**src/rtl/icg_pkg.sv**
```systemverilog
// icg_pkg: shared types and helpers for the clock-gated register bank.
//   icg_state_t  per-channel gate state (OPEN / HOLD / CLOSED)
//   clog2_min1   bit width for a counter holding values 0..n-1, never below 1
package icg_pkg;

  typedef enum logic [1:0] {
    ST_OPEN,
    ST_HOLD,
    ST_CLOSED
  } icg_state_t;

  // Width needed for the hold-off counter, which holds 0..n-1.
  // n = 0, 1 or 2 still yields one bit, so the counter never has zero width.
  function automatic int clog2_min1(input int n);
    return (n <= 2) ? 1 : $clog2(n);
  endfunction

endpackage

```
**src/rtl/icg_cell.sv**
```systemverilog
// icg_cell: behavioural integrated clock gate. This model is used for
// simulation. Synthesis replaces it with the library ICG cell.
//   clk      free-running clock
//   en       functional gate enable
//   test_en  scan override, forces the gate open
//   gclk     gated clock
// The enable is captured by a latch that is transparent while clk is low.
// The latched value can therefore change only during the low phase, which
// keeps gclk glitch-free.
module icg_cell (
  input  logic clk,
  input  logic en,
  input  logic test_en,
  output logic gclk
);

  logic en_lat;

  // NOTE: always_latch makes the storage intentional. This latch is the
  // gating element, not a missing else-branch in combinational code.
  always_latch begin
    if (!clk) en_lat <= en | test_en;
  end

  assign gclk = clk & en_lat;

endmodule

```
**src/rtl/icg_reg_bank.sv**
```systemverilog
// icg_reg_bank: CHANNELS independent WIDTH-bit registers. Each register sits
// behind its own clock gate. A per-channel hold-off FSM keeps the gate open
// for HOLD_CYCLES after the enable drops, so the gate does not toggle on
// bursty enables. A shared saturating counter records cycles in which every
// channel is gated.
//   clk           free-running clock
//   reset         synchronous, active-high reset
//   en            per-channel load enable
//   test_en       scan override, forces every gate open
//   clr_cnt       synchronous clear of gated_cycles
//   d             packed data in, channel i at [i*WIDTH +: WIDTH]
//   q             packed registered data, same layout as d
//   gated         1 = channel gate closed (state CLOSED)
//   gated_cycles  saturating count of all-CLOSED cycles
module icg_reg_bank
  import icg_pkg::*;
#(
  parameter int CHANNELS    = 2,
  parameter int WIDTH       = 8,
  parameter int HOLD_CYCLES = 3,
  parameter int COUNT_W     = 16
) (
  input  logic                      clk,
  input  logic                      reset,
  input  logic [CHANNELS-1:0]       en,
  input  logic                      test_en,
  input  logic                      clr_cnt,
  input  logic [CHANNELS*WIDTH-1:0] d,
  output logic [CHANNELS*WIDTH-1:0] q,
  output logic [CHANNELS-1:0]       gated,
  output logic [COUNT_W-1:0]        gated_cycles
);

  localparam int HW = clog2_min1(HOLD_CYCLES);
  localparam logic [HW-1:0] HOLD_INIT =
    (HOLD_CYCLES == 0) ? '0 : HW'(HOLD_CYCLES - 1);

  for (genvar i = 0; i < CHANNELS; i++) begin : g_ch
    icg_state_t        state, state_nxt;
    logic [HW-1:0]     hold_cnt, hold_cnt_nxt;
    logic              gate_en;
    logic              gclk;
    logic [WIDTH-1:0]  q_r;

    // NOTE: every always_comb output gets a default first, so no path can
    // leave it unassigned and infer a latch.
    always_comb begin
      state_nxt    = state;
      hold_cnt_nxt = hold_cnt;
      if (en[i]) begin
        state_nxt = ST_OPEN;
      end else begin
        unique case (state)
          ST_OPEN: begin
            if (HOLD_CYCLES == 0) begin
              state_nxt = ST_CLOSED;
            end else begin
              state_nxt    = ST_HOLD;
              hold_cnt_nxt = HOLD_INIT;
            end
          end
          ST_HOLD: begin
            if (hold_cnt == '0) state_nxt = ST_CLOSED;
            else                hold_cnt_nxt = hold_cnt - HW'(1);
          end
          ST_CLOSED: state_nxt = ST_CLOSED;
          default:   state_nxt = ST_CLOSED;
        endcase
      end
    end

    // NOTE: sequential state uses non-blocking assignments only. All flops
    // then sample pre-edge values, whatever the process evaluation order.
    always_ff @(posedge clk) begin
      if (reset) begin
        state    <= ST_CLOSED;
        hold_cnt <= '0;
      end else begin
        state    <= state_nxt;
        hold_cnt <= hold_cnt_nxt;
      end
    end

    // en[i] is included directly so the load edge is not lost on the cycle
    // that leaves CLOSED. reset is included so the gated flop sees the reset edge.
    assign gate_en = en[i] | (state != ST_CLOSED) | reset;

    icg_cell u_icg (
      .clk     (clk),
      .en      (gate_en),
      .test_en (test_en),
      .gclk    (gclk)
    );

    // NOTE: the data register is an ordinary resettable flop, not a memory.
    // Its synchronous reset takes effect only because gate_en forces the
    // gate open while reset is high.
    always_ff @(posedge gclk) begin
      if (reset)      q_r <= '0;
      else if (en[i]) q_r <= d[i*WIDTH +: WIDTH];
    end

    assign q[i*WIDTH +: WIDTH] = q_r;
    assign gated[i]            = (state == ST_CLOSED);
  end

  // gated is a registered state decode, so this counter lags it by one cycle.
  always_ff @(posedge clk) begin
    if (reset || clr_cnt) begin
      gated_cycles <= '0;
    end else if ((&gated) && (gated_cycles != '1)) begin
      gated_cycles <= gated_cycles + COUNT_W'(1);
    end
  end

endmodule

```
**config.mk**
```make
export PLATFORM = sky130hd
export DESIGN_NAME = icg_reg_bank
export DESIGN_NICKNAME = d
export VERILOG_FILES = /design/src/rtl/icg_pkg.sv /design/src/rtl/icg_cell.sv /design/src/rtl/icg_reg_bank.sv
export SDC_FILE = /design/constraint.sdc
export NUM_CORES = 1
export LEC_CHECK = 0
export CAP_MARGIN = 10
export CELL_PAD_IN_SITES_DETAIL_PLACEMENT = 1
export CELL_PAD_IN_SITES_GLOBAL_PLACEMENT = 2
export CORE_ASPECT_RATIO = 0.75
export CORE_MARGIN = 2
export CORE_UTILIZATION = 24
export DETAILED_ROUTE_END_ITERATION = 6
export PLACE_DENSITY = 0.86
export SLEW_MARGIN = 20
export SYNTH_ARGS = -nofsm -noshare
export SYNTH_HDL_FRONTEND = slang
export SYNTH_SLANG_ARGS = --single-unit
```
**constraint.sdc**
```tcl
create_clock -name clk -period 1.5 [get_ports clk]
set_input_delay 0.15 -clock clk [delete_from_list [all_inputs] [get_ports clk]]
set_output_delay 0.15 -clock clk [all_outputs]
set_load 0.01 [all_outputs]
```
==> results of run 1 <==
==> area by class of cell <==
class | count | area, um^2
Inverter | 7 | 26.3
Multi-Input combinational cell | 137 | 1130
Timing Repair Buffer | 105 | 911
Clock inverter | 1 | 3.75
Clock buffer | 15 | 196
Fill cell | 865 | 4080
Tap cell | 101 | 126
Sequential cell | 42 | 860
==> state kept, by name, indices dropped and copies added, names as in the netlist <==
name,flops
g_ch.hold_cnt,4
g_ch.q_r,16
g_ch.state,4
g_ch.u_icg.en_lat,2
gated_cycles,16
==> critical path, delay by kind of cell, from the launching register on <==
kind / cells / cell delay, ns
simple gates: 3 / 0.77
buf+inv: 2 / 0.26
flops: 1 / 0.34
mux: 1 / 0.16
==> cells in the final DEF, fill, tap and decap left out, drive strengths merged, types with 2 or more instances in the layout <==
master	Yosys	final
nand4	4	4
nor4b	3	3
dfxtp	40	40
nor4	2	2
nor3	4	4
or4	6	6
clkdlybuf4s50	0	21
inv	7	7
o21ai	4	4
o31ai	5	5
buf	4	52
o41ai	2	2
a21oi	13	13
nor2	20	20
nor2b	3	3
ha	3	3
clkbuf	4	15
nand3	7	8
o21bai	2	2
or3	6	6
or2	3	3
dlxtn	2	2
and2	2	2
o311ai	2	2
mux2i	21	21
dlygate4sd2	0	32
nand2	11	11
a211oi	2	2
==> routing by layer <==
metal  GRT usage, %  vias up  wire length, um
li1               -      937                -
met5              0        -                0
met1           16.5      963             2570
met4           7.16        0               97
met3           7.55       10              401
met2           27.2       62             3120
==> worst paths after layout <==
| path | cells past startpoint | endpoint | start |
|---|---|---|---|
| setup reg to reg | 6 | gated_cycles[3] | gated_cycles[7] |
| max in group gated | 0 | clock gate | g_ch[1].u_icg.en_lat |
| hold / removal | 3 | g_ch[1].q_r[3] | d[11] |
| min in group gated | 0 | clock gate | g_ch[1].u_icg.en_lat |
| setup / recovery | 6 | gated_cycles[3] | gated_cycles[7] |
| hold reg to reg | 2 | g_ch[1].hold_cnt[0] | g_ch[1].hold_cnt[0] |
==> power groups by stage <==
stage	logic, uW	registers [uW]	clock network (uW)
floorplan	113	1170	87.0
global placement	306	1160	87.0
detailed placement	314	1160	87.0
CTS	303	1140	1360
global route	351	1140	1430
finish	321	1130	1310
==> metrics by stage <==
step                      util [%]  cells  setup WS [ns]
after floorplan                  -    193        -0.0756
after CTS                     42.3    402         -0.108
after global routing          44.4    408         -0.138
after global placement        38.1    380        -0.0859
final                         44.4    408        -0.0926
after detailed placement      38.1    380         -0.166
==> timing repair <==
item	4_1_cts	5_1_grt
cloned	0	1
endpoints found under the setup margin	49	21
buffers inserted	7	7
pin swaps	12	11
endpoints found under the hold margin	0	0
resized for setup	63	31
==> cells by family after synthesis <==
logic type                 synth area share [%]
AOI/OAI and AO/OA                          12.8
adders and majority gates                  2.07
buffers and inverters                      3.25
DFF                                        44.2
latches                                    1.66
muxes                                      11.6
and+or+nand+nor                            24.4
==> metrics.md, run 1 <==
| Metric | Value |
|---|---|
| Synth warn | `0` |
| Residual DRC | `0` |
| Gate Count Post-Synth | `between 150 and 200` |
| Final hold vios | `0` |
| Final WL | `around 6200 um` |
| Vias per cell | `a little under 5` |
| Status | `finished with violations` |
| Final min period | `roughly 1.6 ns` |
| IO Pins | `between 50 and 60` |
| Initial DRC count | `14` |
| Clk pwr share | `between 40% and 50%` |
| HP Class | `in -> reg` |
| Syn avg cell area | `between 9 and 10 um^2` |
| Hold buffer count at CTS | `0` |
| CTS tree | `yes` |
| Yosys top cell by area | `dfxtp_1` |
| Die Wd | `104 um` |
| Row cnt | `27` |
| Largest net degree at the start of global routing | `25` |
| First-pass GRT wire length | `between 10000 and 15000 um` |
| Startpoint Class | `flip-flop` |
| Area contributors post-synth | `dfxtp_1 44%, mux2i_1 12%, nor2_1 4.1%` |
| Final instance area | `0.00325 mm^2` |
| Tcrit/Tclk final | `106%` |
| N_diodes | `0` |
| Final setup vio count | `10` |
| Worst slew pin tran | `0.467 ns` |
| Die H | `slightly below 80 um` |
| Critical path's slowest cell | `or4_4` |
| Hold slack | `0.184 ns` |
| Core area | `about 0.0073 mm^2` |
| Synth top area share | `between 40 and 50%` |
| Kind of critical path | `reg -> reg` |
| Asr flop ratio synth | `0%` |
| Dpl hpwl | `4070 um` |
| Reg2reg setup slack | `-0.09 ns` |
| Critical path's largest stage delay | `roughly 0.55 ns` |
| Vias in the first global route | `2144` |
| VDD IR max | `0.478 mV` |
| First drt pass iteration count | `4` |
| Via count | `between 1500 and 2000` |
| Worst Skew | `between 0.0015 and 0.002 ns` |
| Comb power frac | `11.6%` |
| Worst setup margin | `-0.0926 ns` |
| Post-synth cell types | `41` |
| Critical Path RT | `1.93 ns` |
| Synth top cells by count | `40 x dfxtp_1, 21 x mux2i_1, 20 x nor2_1` |
| Gr ovfl total | `0` |
| Final ANT Viol Nets | `0` |
| Cell mode on critical path | `buf_6` |
| Reg clk slew, reported paths | `about 0.09 ns` |
| Seq cells post-synth | `42` |
| Pwr dens | `850 mW/mm^2` |
| Pwr Total | `2770 uW` |
| Initial Util | `about a quarter` |
| Crit-path cells | `nand4_1 > buf_6 > buf_6 > or4_4 > nand3_2 > mux2i_1` |
| Pint | `approximately 2100 uW` |
| Initial antenna violation count | `0` |
| Gpl congestion | `~0.75` |
| Most frequent cell after synthesis | `dfxtp_1` |
| Final Slew Violations | `0` |
| Layout cell share with drive strength beyond 1 | `a little under two fifths` |
| Maxcap violations | `0` |
| Arr. time, crit path | `roughly 2 ns` |
| Leakage | `0.00141 uW` |
| Area after DPL | `0.00279 mm^2` |
| Ys flop type | `dfxtp_1` |
| Area growth from synthesis to layout | `79.5%` |
| Setup TNS | `-0.656 ns` |
| Failing checks | `setup timing` |
| Die ar. | `~0.0083 mm^2` |
| Worst-Skew Late Latency | `0.49 ns` |
| IO Port Bufs | `55` |
| WL per Instance | `~15 um` |
| Nets | `332` |
| Largest fanout on the critical path | `5` |
| Worst rel slew slack | `68.7%` |
| Sequential power share | `41.0%` |
| Sw Pwr | `approximately 650 uW` |
| Fmax | `around 630 MHz` |
| Gr usage total | `approximately 16%` |
| Mapped Area | `roughly 0.0018 mm^2` |
| CP Capture Type | `flip-flop` |
| Synth Net Count | `between 200 and 250` |
| Unrepaired setup endpoints after global routing | `true` |
| Switching part of the total | `between 20% and 30%` |
| Number of enable flip-flop cells after synthesis | `0` |
No activity file was read; power rests on OpenSTA's default activity.
==> run 2, diff against run 1 <==
--- a/config.mk
+++ b/config.mk
@@ -12,6 +12,7 @@
 export CORE_MARGIN = 2
 export CORE_UTILIZATION = 24
 export DETAILED_ROUTE_END_ITERATION = 6
+export GPL_ROUTABILITY_DRIVEN = 0
 export PLACE_DENSITY = 0.86
 export SLEW_MARGIN = 20
 export SYNTH_ARGS = -nofsm -noshare
==> results of run 2 <==
The final DEF is identical to that of run 1; final timing and power are the same.
==> run 3, diff against run 2 <==
--- a/config.mk
+++ b/config.mk
@@ -10,10 +10,11 @@
 export CELL_PAD_IN_SITES_GLOBAL_PLACEMENT = 2
 export CORE_ASPECT_RATIO = 0.75
 export CORE_MARGIN = 2
-export CORE_UTILIZATION = 24
+export CORE_UTILIZATION = 29
 export DETAILED_ROUTE_END_ITERATION = 6
 export GPL_ROUTABILITY_DRIVEN = 0
-export PLACE_DENSITY = 0.86
+export PLACE_DENSITY = 0.95
+export SETUP_SLACK_MARGIN = 0.05
 export SLEW_MARGIN = 20
 export SYNTH_ARGS = -nofsm -noshare
 export SYNTH_HDL_FRONTEND = slang
==> constraint.sdc (replaced) <==
create_clock -name clk -period 2.02 [get_ports clk]
set_input_delay 0.202 -clock clk [delete_from_list [all_inputs] [get_ports clk]]
set_output_delay 0.202 -clock clk [all_outputs]
set_load 0.01 [all_outputs]
==> run 3 against run 2 <==
Against the previous run: the flow now finishes without violations; clock power is 15% lower; non-clock buffer count is 43 lower; worst hold slack improved by 0.047 ns; final area decreased by 17%; utilization increased by 1.4 points; first-iteration DRC count grew to 6.4 times the previous value; clock-buffer cell count is the same; critical path depth shrank 4; worst setup slack better by 0.22 ns; die area shrank 17%; flip-flop and latch count is the same; via count down 11%.
==> metrics.md, run 3 (same netlist as run 1, synthesis figures left out) <==
| Metric | Value |
|---|---|
| Residual DRC | `0` |
| CP Capture Type | `output port` |
| Startpoint Class | `flip-flop` |
| Layout cell share with drive strength beyond 1 | `11.4%` |
| Die ar. | `about 0.0069 mm^2` |
| Worst slew pin tran | `approximately 0.53 ns` |
| Vias per cell | `approximately 5.1` |
| Largest net degree at the start of global routing | `19` |
| Pwr dens | `799 mW/mm^2` |
| Area growth from synthesis to layout | `49.5%` |
| CTS tree | `yes` |
| Tcrit/Tclk final | `93.6%` |
| Final ANT Viol Nets | `0` |
| VDD IR max | `between 0.4 and 0.5 mV` |
| Die H | `72.5 um` |
| WL per Instance | `about 15 um` |
| Placed Cells | `325` |
| Initial DRC count | `89` |
| Final non-filler cell total | `around 340` |
| Most common cell after layout, fill and taps aside | `clkdlybuf4s50_1` |
| Worst setup margin | `between 0.1 and 0.15 ns` |
| Largest registers | `g_ch.q_r (16), gated_cycles (16)` |
| Final WL | `between 5000 and 6000 um` |
| Final Slew Violations | `0` |
| Largest fanout on the critical path | `6` |
| Commonest non-fill, non-tap cells in the layout | `55 x clkdlybuf4s50_1, 38 x dfxtp_1, 21 x mux2i_1` |
| Hold Path Depth | `3` |
| FILL cells | `~680` |
| Hold buffer count at CTS | `0` |
| Worst rel slew slack | `64.1%` |
| Final setup vio count | `0` |
| Area of the multi-input gates | `around 920 um^2` |
| Critical Path RT | `roughly 1.8 ns` |
| Kind of critical path | `reg -> out` |
| Final hold vios | `0` |
| Final min period | `around 1.9 ns` |
| Register area | `~830 um^2` |
| Gr usage total | `16.7%` |
| Nets | `between 200 and 300` |
| Dpl hpwl | `roughly 3700 um` |
| Row cnt | `24` |
| Final instance area | `0.00271 mm^2` |
| Area after DPL | `approximately 0.0025 mm^2` |
| Postcts setup bufs | `0` |
| Die Wd | `approximately 95 um` |
| Setup TNS | `0 ns` |
| Worst-Skew Late Latency | `around 0.50 ns` |
| IO Pins | `56` |
| HP Class | `in -> reg` |
| N_diodes | `0` |
| Via count | `about 1700` |
| Gr ovfl total | `0` |
| Unrepaired setup endpoints after global routing | `true` |
| R2R cell count | `4` |
| Initial antenna violation count | `0` |
| Status | `finished clean` |
| First-pass GRT wire length | `8700 um` |
| First drt pass iteration count | `4` |
| Post-placement setup slack | `0.0112 ns` |
| Core area | `~0.0059 mm^2` |
| Arr. time, crit path | `about 1.7 ns` |
| Hold slack | `around 0.23 ns` |
| Vias in the first global route | `1837` |
| Fmax | `roughly 530 MHz` |
| Worst Skew | `between 0.01 and 0.015 ns` |
| Leakage | `slightly below 0.001 uW` |
| Maxcap violations | `0` |
| Reg clk slew, reported paths | `around 0.090 ns` |
| Initial Util | `between 30% and 40%` |
| IO Port Bufs | `55` |
==> run 3: cell count changes in the layout (fill, tap and decap cells not counted), moves of 4 or more <==
cell,delta
clkdlybuf4s50_1,+34
dlygate4sd2_1,-32
dfxtp_2,-7
buf_6,-6
dfxtp_4,-4
or4_4,-4
a21oi_1,+5
or4_1,+4
buf_4,-36
nand3_1,+4
a21oi_2,-5
dfxtp_1,+11
==> run 3: path summary, 6_finish.rpt <==
kind,startpoint,end,slack (ns)
max reg2reg,gated_cycles[5],gated_cycles[13],0.20
min reg2reg,g_ch[1].hold_cnt[0],g_ch[1].hold_cnt[0],0.46
max in group gated,g_ch[1].u_icg.en_lat,clock gate,0.27
min in group gated,g_ch[0].u_icg.en_lat,clock gate,0.56
max,g_ch[1].state[1],gated[1],0.13
min,d[4],g_ch[0].q_r[4],0.23
==> run 3: what timing repair did <==
| item | CTS | global route |
|---|---|---|
| cloned | 0 | 0 |
| gates resized for setup | 2 | 1 |
| endpoints found under the setup margin | 2 | 5 |
| pin swaps | 0 | 1 |
| hold endpoints to repair | 0 | 0 |
==> run 3: report_power, final <==
group | total (uW) | switching (uW) | internal [uW]
Clock | 1110 | 364 | 742
Sequential | 848 | 21.7 | 826
Combinational | 209 | 89.3 | 120
==> run 3: cell type report <==
class | count | share of cell area (%)
Clock buffer | 15 | 7.25
Clock inverter | 1 | 1.11
Inverter | 7 | 0.970
Multi-Input combinational cell | 136 | 34.0
Sequential cell | 42 | 30.8
Tap cell | 78 | 3.60
Timing Repair Buffer | 62 | 22.3
==> run 3: metrics by stage <==
stage          power [uW]  utilization, %
5_1_grt              2270            45.8
3_3_place_gp         1130            41.9
3_5_place_dp         1140            41.9
2_1_floorplan        1020               -
4_1_cts              2210            45.8
6_report             2160            45.8
==> run 3: critical path, cell delays in order (launching register included) <==
cell and delay (ns):
dfxtp_2 0.42, nor2b_1 0.20, clkdlybuf4s50_1 0.58
==> run 3: layer usage <==
metal	global-route usage [%]	up-vias	wire, um
met3	5.92	10	234
met1	20.6	847	2450
met2	25.7	39	2490
met5	0	-	0
li1	-	851	-
met4	9.02	0	94
